[src/rtl/nextasic_pkg.sv]
// Shared definitions for the NeXT sound/keyboard serial link: opcodes used by
// both the inbound decoder and the outbound encoder, frame geometry, the
// transmitter state encoding and the shifter command set.
package nextasic_pkg;

    // Outbound (monitor -> host) opcodes
    localparam logic [7:0] OP_AREQ = 8'h07;
    localparam logic [7:0] OP_MIC  = 8'hC7;
    localparam logic [7:0] OP_KBD  = 8'hC6;

    // Inbound (host -> monitor) opcodes, kept here so both directions agree
    localparam logic [7:0] OP_IN_C4 = 8'hC4;
    localparam logic [7:0] OP_IN_C5 = 8'hC5;
    localparam logic [7:0] OP_IN_C7 = 8'hC7;
    localparam logic [7:0] OP_IN_03 = 8'h03;
    localparam logic [7:0] OP_IN_0B = 8'h0B;
    localparam logic [7:0] OP_IN_FF = 8'hFF;

    // Frame geometry: start bit + 24 op bits + stop bit
    localparam int unsigned OP_BITS    = 24;
    localparam int unsigned FRAME_BITS = 26;

    // Bit counter value reached once the final op bit is on the line
    localparam logic [4:0] LAST_CNT = 5'd24;

    typedef enum logic [2:0] {
        IDLE  = 3'd0,
        WAIT  = 3'd1,
        START = 3'd2,
        DATA  = 3'd3,
        STOP  = 3'd4
    } tx_state_e;

    // Commands from the framing FSM to the shifter
    typedef enum logic [2:0] {
        CMD_HOLD  = 3'd0,
        CMD_LOAD  = 3'd1,
        CMD_START = 3'd2,
        CMD_FIRST = 3'd3,
        CMD_NEXT  = 3'd4,
        CMD_STOP  = 3'd5
    } sh_cmd_e;

    // Pack an opcode and its two data bytes into a 24-bit op, opcode first
    function automatic logic [23:0] pack_op(input logic [7:0] opcode, input logic [15:0] data);
        return {opcode, data};
    endfunction

endpackage

[src/rtl/op_tx_shifter.sv]
// Serialiser for one outbound op: holds the 24-bit shift register, the bit
// counter and the registered line driver. It only acts on commands from the
// framing FSM, so every change of tx_out lines up with a bit_tick.
module op_tx_shifter
    import nextasic_pkg::*;
(
    input  logic        clk,
    input  logic        rst,
    input  sh_cmd_e     i_cmd,
    input  logic [23:0] i_op,
    output logic [4:0]  o_cnt,
    output logic        o_tx_out
);

    logic [23:0] r_sr;
    logic [4:0]  r_cnt;
    logic        r_tx_out;

    // Load, start-bit, shift and stop-bit actions on the serial line
    always_ff @(posedge clk) begin
        if (rst) begin
            r_sr     <= 24'd0;
            r_cnt    <= 5'd0;
            r_tx_out <= 1'b1;
        end else begin
            case (i_cmd)
                CMD_LOAD: begin
                    r_sr  <= i_op;
                    r_cnt <= 5'd0;
                end
                CMD_START: begin
                    r_tx_out <= 1'b0;
                end
                CMD_FIRST: begin
                    r_tx_out <= r_sr[23];
                    r_sr     <= {r_sr[22:0], 1'b0};
                    r_cnt    <= 5'd1;
                end
                CMD_NEXT: begin
                    r_tx_out <= r_sr[23];
                    r_sr     <= {r_sr[22:0], 1'b0};
                    // The FSM never issues NEXT at LAST_CNT; saturate anyway so the count cannot wrap
                    r_cnt    <= (r_cnt == LAST_CNT) ? r_cnt : r_cnt + 5'd1;
                end
                CMD_STOP: begin
                    r_tx_out <= 1'b1;
                end
                default: begin
                    r_sr     <= r_sr;
                    r_cnt    <= r_cnt;
                    r_tx_out <= r_tx_out;
                end
            endcase
        end
    end

    assign o_cnt    = r_cnt;
    assign o_tx_out = r_tx_out;

endmodule

[src/rtl/op_encoder.sv]
// Monitor-side transmitter for the NeXT sound/keyboard link. Arbitrates the
// audio-request, mic and keyboard sources (fixed priority areq > mic > kbd),
// issues a one-cycle ready to the winner, and frames the 3-byte op as
// start bit, 24 bits MSB first, stop bit, one bit per bit_tick.
module op_encoder
    import nextasic_pkg::*;
(
    input  logic        clk,
    input  logic        rst,
    input  logic        bit_tick,
    input  logic        areq_valid,
    output logic        areq_ready,
    input  logic        mic_valid,
    input  logic [15:0] mic_data,
    output logic        mic_ready,
    input  logic        kbd_valid,
    input  logic [15:0] kbd_data,
    output logic        kbd_ready,
    output logic        tx_out,
    output logic        tx_busy,
    output logic        tx_done
);

    tx_state_e   r_state;
    tx_state_e   w_state_next;
    sh_cmd_e     w_cmd;
    logic [2:0]  w_grant;       // one-hot {kbd, mic, areq}
    logic [23:0] w_op;
    logic [4:0]  w_cnt;
    logic        w_tx_out;

    logic [2:0]  r_ready;       // {kbd, mic, areq}
    logic [2:0]  w_ready_next;
    logic        r_busy;
    logic        w_busy_next;
    logic        r_done;
    logic        w_done_next;

    // Fixed-priority arbitration and packing of the winning op
    always_comb begin
        w_grant = 3'b000;
        w_op    = 24'd0;
        if (areq_valid) begin
            w_grant = 3'b001;
            w_op    = pack_op(OP_AREQ, 16'h0000);
        end else if (mic_valid) begin
            w_grant = 3'b010;
            w_op    = pack_op(OP_MIC, mic_data);
        end else if (kbd_valid) begin
            w_grant = 3'b100;
            w_op    = pack_op(OP_KBD, kbd_data);
        end else begin
            w_grant = 3'b000;
            w_op    = 24'd0;
        end
    end

    // Framing FSM: next state, shifter command and next handshake outputs
    always_comb begin
        w_state_next = r_state;
        w_cmd        = CMD_HOLD;
        w_ready_next = 3'b000;
        w_busy_next  = r_busy;
        w_done_next  = 1'b0;
        case (r_state)
            IDLE: begin
                // Ticks are ignored here; the frame aligns to the next tick in WAIT
                if (w_grant != 3'b000) begin
                    w_cmd        = CMD_LOAD;
                    w_ready_next = w_grant;
                    w_busy_next  = 1'b1;
                    w_state_next = WAIT;
                end else begin
                    w_state_next = IDLE;
                end
            end
            WAIT: begin
                if (bit_tick) begin
                    w_cmd        = CMD_START;
                    w_state_next = START;
                end else begin
                    w_state_next = WAIT;
                end
            end
            START: begin
                if (bit_tick) begin
                    w_cmd        = CMD_FIRST;
                    w_state_next = DATA;
                end else begin
                    w_state_next = START;
                end
            end
            DATA: begin
                if (bit_tick) begin
                    if (w_cnt == LAST_CNT) begin
                        w_cmd        = CMD_STOP;
                        w_state_next = STOP;
                    end else begin
                        w_cmd        = CMD_NEXT;
                        w_state_next = DATA;
                    end
                end else begin
                    w_state_next = DATA;
                end
            end
            STOP: begin
                if (bit_tick) begin
                    w_done_next  = 1'b1;
                    w_busy_next  = 1'b0;
                    w_state_next = IDLE;
                end else begin
                    w_state_next = STOP;
                end
            end
            default: begin
                w_busy_next  = 1'b0;
                w_state_next = IDLE;
            end
        endcase
    end

    // State register and registered ready/busy/done outputs
    always_ff @(posedge clk) begin
        if (rst) begin
            r_state <= IDLE;
            r_ready <= 3'b000;
            r_busy  <= 1'b0;
            r_done  <= 1'b0;
        end else begin
            r_state <= w_state_next;
            r_ready <= w_ready_next;
            r_busy  <= w_busy_next;
            r_done  <= w_done_next;
        end
    end

    op_tx_shifter u_shifter (
        .clk      (clk),
        .rst      (rst),
        .i_cmd    (w_cmd),
        .i_op     (w_op),
        .o_cnt    (w_cnt),
        .o_tx_out (w_tx_out)
    );

    assign areq_ready = r_ready[0];
    assign mic_ready  = r_ready[1];
    assign kbd_ready  = r_ready[2];
    assign tx_out     = w_tx_out;
    assign tx_busy    = r_busy;
    assign tx_done    = r_done;

endmodule

[config.mk]
export PLATFORM = sky130hd
export DESIGN_NAME = op_encoder
export DESIGN_NICKNAME = d
export VERILOG_FILES = /design/src/rtl/nextasic_pkg.sv /design/src/rtl/op_tx_shifter.sv /design/src/rtl/op_encoder.sv
export SDC_FILE = /design/constraint.sdc
export NUM_CORES = 1
export LEC_CHECK = 0
export CAP_MARGIN = 25
export CORE_MARGIN = 2
export CORE_UTILIZATION = 52
export CTS_CLUSTER_DIAMETER = 200
export DETAILED_ROUTE_END_ITERATION = 16
export PLACE_DENSITY = 0.95
export SYNTH_ARGS = -nofsm -noshare
export SYNTH_HDL_FRONTEND = slang
export SYNTH_SLANG_ARGS = --single-unit
[constraint.sdc]
create_clock -name clk -period 2.7 [get_ports clk]
set_input_delay 0.27 -clock clk [delete_from_list [all_inputs] [get_ports clk]]
set_output_delay 0.27 -clock clk [all_outputs]
set_load 0.03 [all_outputs]
==> results of run 1 <==
==> critical path, cell delays in order, from the launching register on <==
cell      delay, ps
dfxtp_1         350
inv_1            90
ha_1            180
nand4b_1        220
o21ai_2         820
nand2_1         390
o221a_2         340
==> registers in the layout, summed over array words and instances (netlist names) <==
name,count
u_shifter.o_cnt,5
u_shifter.r_sr,24
r_state,3
tx_busy,1
tx_done,1
u_shifter.o_tx_out,1
r_ready,3
==> kinds of logic after synthesis <==
kind of cell	count (synthesis)	share of synthesized area, %
xor+xnor	2	1.005
buf+inv	20	5.312
compound gates	75	29.86
simple gates	63	18.74
fa+ha+maj	2	1.436
flops	38	43.65
==> Yosys cell counts, drive strengths merged <==
cell type / number
nor4: 1
o221a: 6
or3: 3
o31ai: 1
and3b: 1
nor2: 13
nor3: 3
a21boi: 1
a21oi: 35
nand2: 13
nand4b: 1
o32a: 1
nand3: 17
a32oi: 6
o21a: 1
nor2b: 2
nand4: 2
dfxtp: 38
nor3b: 2
buf: 8
or2: 1
a22oi: 11
xor2: 2
nor4b: 1
o32ai: 1
ha: 2
inv: 3
and4b: 1
or4b: 1
o21ai: 3
a22o: 9
clkbuf: 9
or3b: 1
==> power groups by stage <==
| stage | clock (mW) | combinational, mW | sequential, mW |
|---|---|---|---|
| 6_report | 0.378 | 0.242 | 0.623 |
| 5_1_grt | 0.413 | 0.264 | 0.627 |
| 4_1_cts | 0.385 | 0.242 | 0.622 |
| 3_5_place_dp | 0 | 0.242 | 0.635 |
| 3_3_place_gp | 0 | 0.235 | 0.633 |
| 2_1_floorplan | 0 | 0.141 | 0.636 |
==> through the flow <==
stage / hold WS, ps / setup slack, ps
global placement: 440.0 / 336.6
floorplan: 346.7 / 1045
detailed placement: 450.6 / 269.8
global route: 484.5 / 53.93
CTS: 466.1 / 249.2
finish: 463.8 / 216.4
==> per-layer routing <==
metal  routed length (um)  vias up
met2                 2090       76
li1                     -      829
met1                 1648      772
met4                   53        0
met5                    0        -
met3                  317        5
==> area by class of cell <==
class / instances / area share (%)
Sequential cell: 38 / 33.59
Inverter: 3 / 0.4972
Multi-Input combinational cell: 142 / 39.28
Timing Repair Buffer: 48 / 20.66
Tap cell: 46 / 2.541
Clock inverter: 3 / 1.768
Clock buffer: 5 / 1.657
==> path summary, 6_finish.rpt <==
path	cells after the start	from	endpoint
worst max-delay path	6	u_shifter.o_cnt[0]$_SDFFE_PP0P_	u_shifter.r_sr[1]$_SDFFE_PP0P_
worst min-delay path	2	u_shifter.r_sr[19]$_SDFFE_PP0P_	u_shifter.r_sr[20]$_SDFFE_PP0P_
worst max register to register	6	u_shifter.o_cnt[0]$_SDFFE_PP0P_	u_shifter.r_sr[1]$_SDFFE_PP0P_
worst min register to register	2	u_shifter.r_sr[19]$_SDFFE_PP0P_	u_shifter.r_sr[20]$_SDFFE_PP0P_
==> impl_metrics.json, run 1 <==
{
  "critPathArrivalTime_ps": 2730,
  "grt_pass1_wl_mm": 6.782,
  "final.min_clock_period_ps": 2484,
  "cts_root_buffer": "clkbuf_4",
  "drtIter0Drc": 102,
  "ios": 44,
  "startpoint_type": "register",
  "netlist_area_sq_um": 1743,
  "max_freq_mhz": 402.6,
  "synth_seq_cells": 38,
  "final_cell_mix": "clkdlybuf4s50_1 (43), dfxtp_1 (38), a21oi_1 (35), nand3_1 (17)",
  "dieArea_sq_um": 3831,
  "multi_input_area_sq_um": 889.6,
  "chipWidth_um": 61.90,
  "track_usage_pct": 24.04,
  "leakage_nw": 0.7958,
  "synth_top_area_cell": "dfxtp_1",
  "gp_congestion": 0.9426,
  "clock_latency_ps": 350,
  "ys_top_cells_by_area": "dfxtp_1 (44%), a21oi_1 (10%), nand3_1 (4.9%), a22oi_1 (4.7%), a22o_1 (4.5%)",
  "avgSynthCellArea_sq_um": 8.715,
  "seqCellArea_sq_um": 760.7,
  "status": "finished clean",
  "cts_resized": 0,
  "syn_nets": 240,
  "tightestPinTransition_ps": 970.5,
  "post_cts_buffers": 0,
  "num_rows": 21,
  "hpwl_mm": 2.952,
  "areaGrowthSynthToFinish_pct": 29.94,
  "design_area_sq_um": 2265,
  "postLayoutCoreUtil_pct": 68.95,
  "wire_per_inst_um": 14.42,
  "ys_types": 37,
  "instances_no_fill": 285,
  "hold_class": "reg2reg",
  "powerDensity_nw_per_um2": 548.8,
  "critPathKind": "reg2reg",
  "grt_max_degree": 37,
  "start_util_pct": 53.07,
  "cts.sinks": 38,
  "routed_wirelength_mm": 4.109,
  "met1_usage_pct": 26.85,
  "finalCritPeriodShare_pct": 91.99,
  "fin_tns_setup_ps": 0,
  "drc": 0,
  "cts_made_buffers": 5,
  "p_int_mw": 0.9085,
  "maxCapViolations": 0,
  "drive_gt1_share_pct": 10.04,
  "fin_nets": 278,
  "dp_cells": 277,
  "die_y_um": 61.90,
  "dr.pass1.iters": 4,
  "gr-total-overflow": 0,
  "layout_commonest_cell": "clkdlybuf4s50_1",
  "vias": 1682,
  "ys_seq_area_share_pct": 43.65,
  "drtAntennaViolNets": 0,
  "rrSetupSlack_ps": 220,
  "grt_antenna_before_repair": 0,
  "cts_htree_levels": 2,
  "rsz0062_at_grt": "false",
  "busiest_layer": "met2",
  "met2_usage_pct": 42.86,
  "placed_area_sq_um": 2187,
  "cp-end-kind": "register",
  "nFillCells": 271,
  "path_max_fanout": 25,
  "path_clk_slew_ps": 110,
  "cts_tree": "yes",
  "synth_top_area_share_pct": 43.65,
  "power_mw": 1.243,
  "io_buffer_count": 43,
  "ys_warn_count": 0,
  "synthCells": 200,
  "cts_hold_buf": 0,
  "core_sq_um": 3284,
  "seqPwrFrac_pct": 50.1,
  "switchingPower_mw": 0.3344,
  "hold_violations": 0,
  "setup_viol": 0,
  "grt_pass1_vias": 1630,
  "drv_slew": 0,
  "clkPwrFrac_pct": 30.4,
  "required_ps": 2950,
  "vdd_ir_drop_max_v": 0.0004291,
  "fin_skew_ps": 9.242,
  "swShare_pct": 26.91,
  "power.share.combinational_pct": 19.5,
  "n_antenna_cell": 0,
  "clockBufferDepth": 2,
  "vias_per_cell": 5.902,
  "slew_headroom_pct": 35.29,
  "grtUsageMet3_pct": 7.660
}
Power figures use the tool's default switching activity.
==> run 2, diff against run 1 <==
Settings changed: ABC_CLOCK_PERIOD_IN_PS set to 2700.
==> results of run 2 <==
The final DEF is identical to that of run 1; final timing and power are the same.
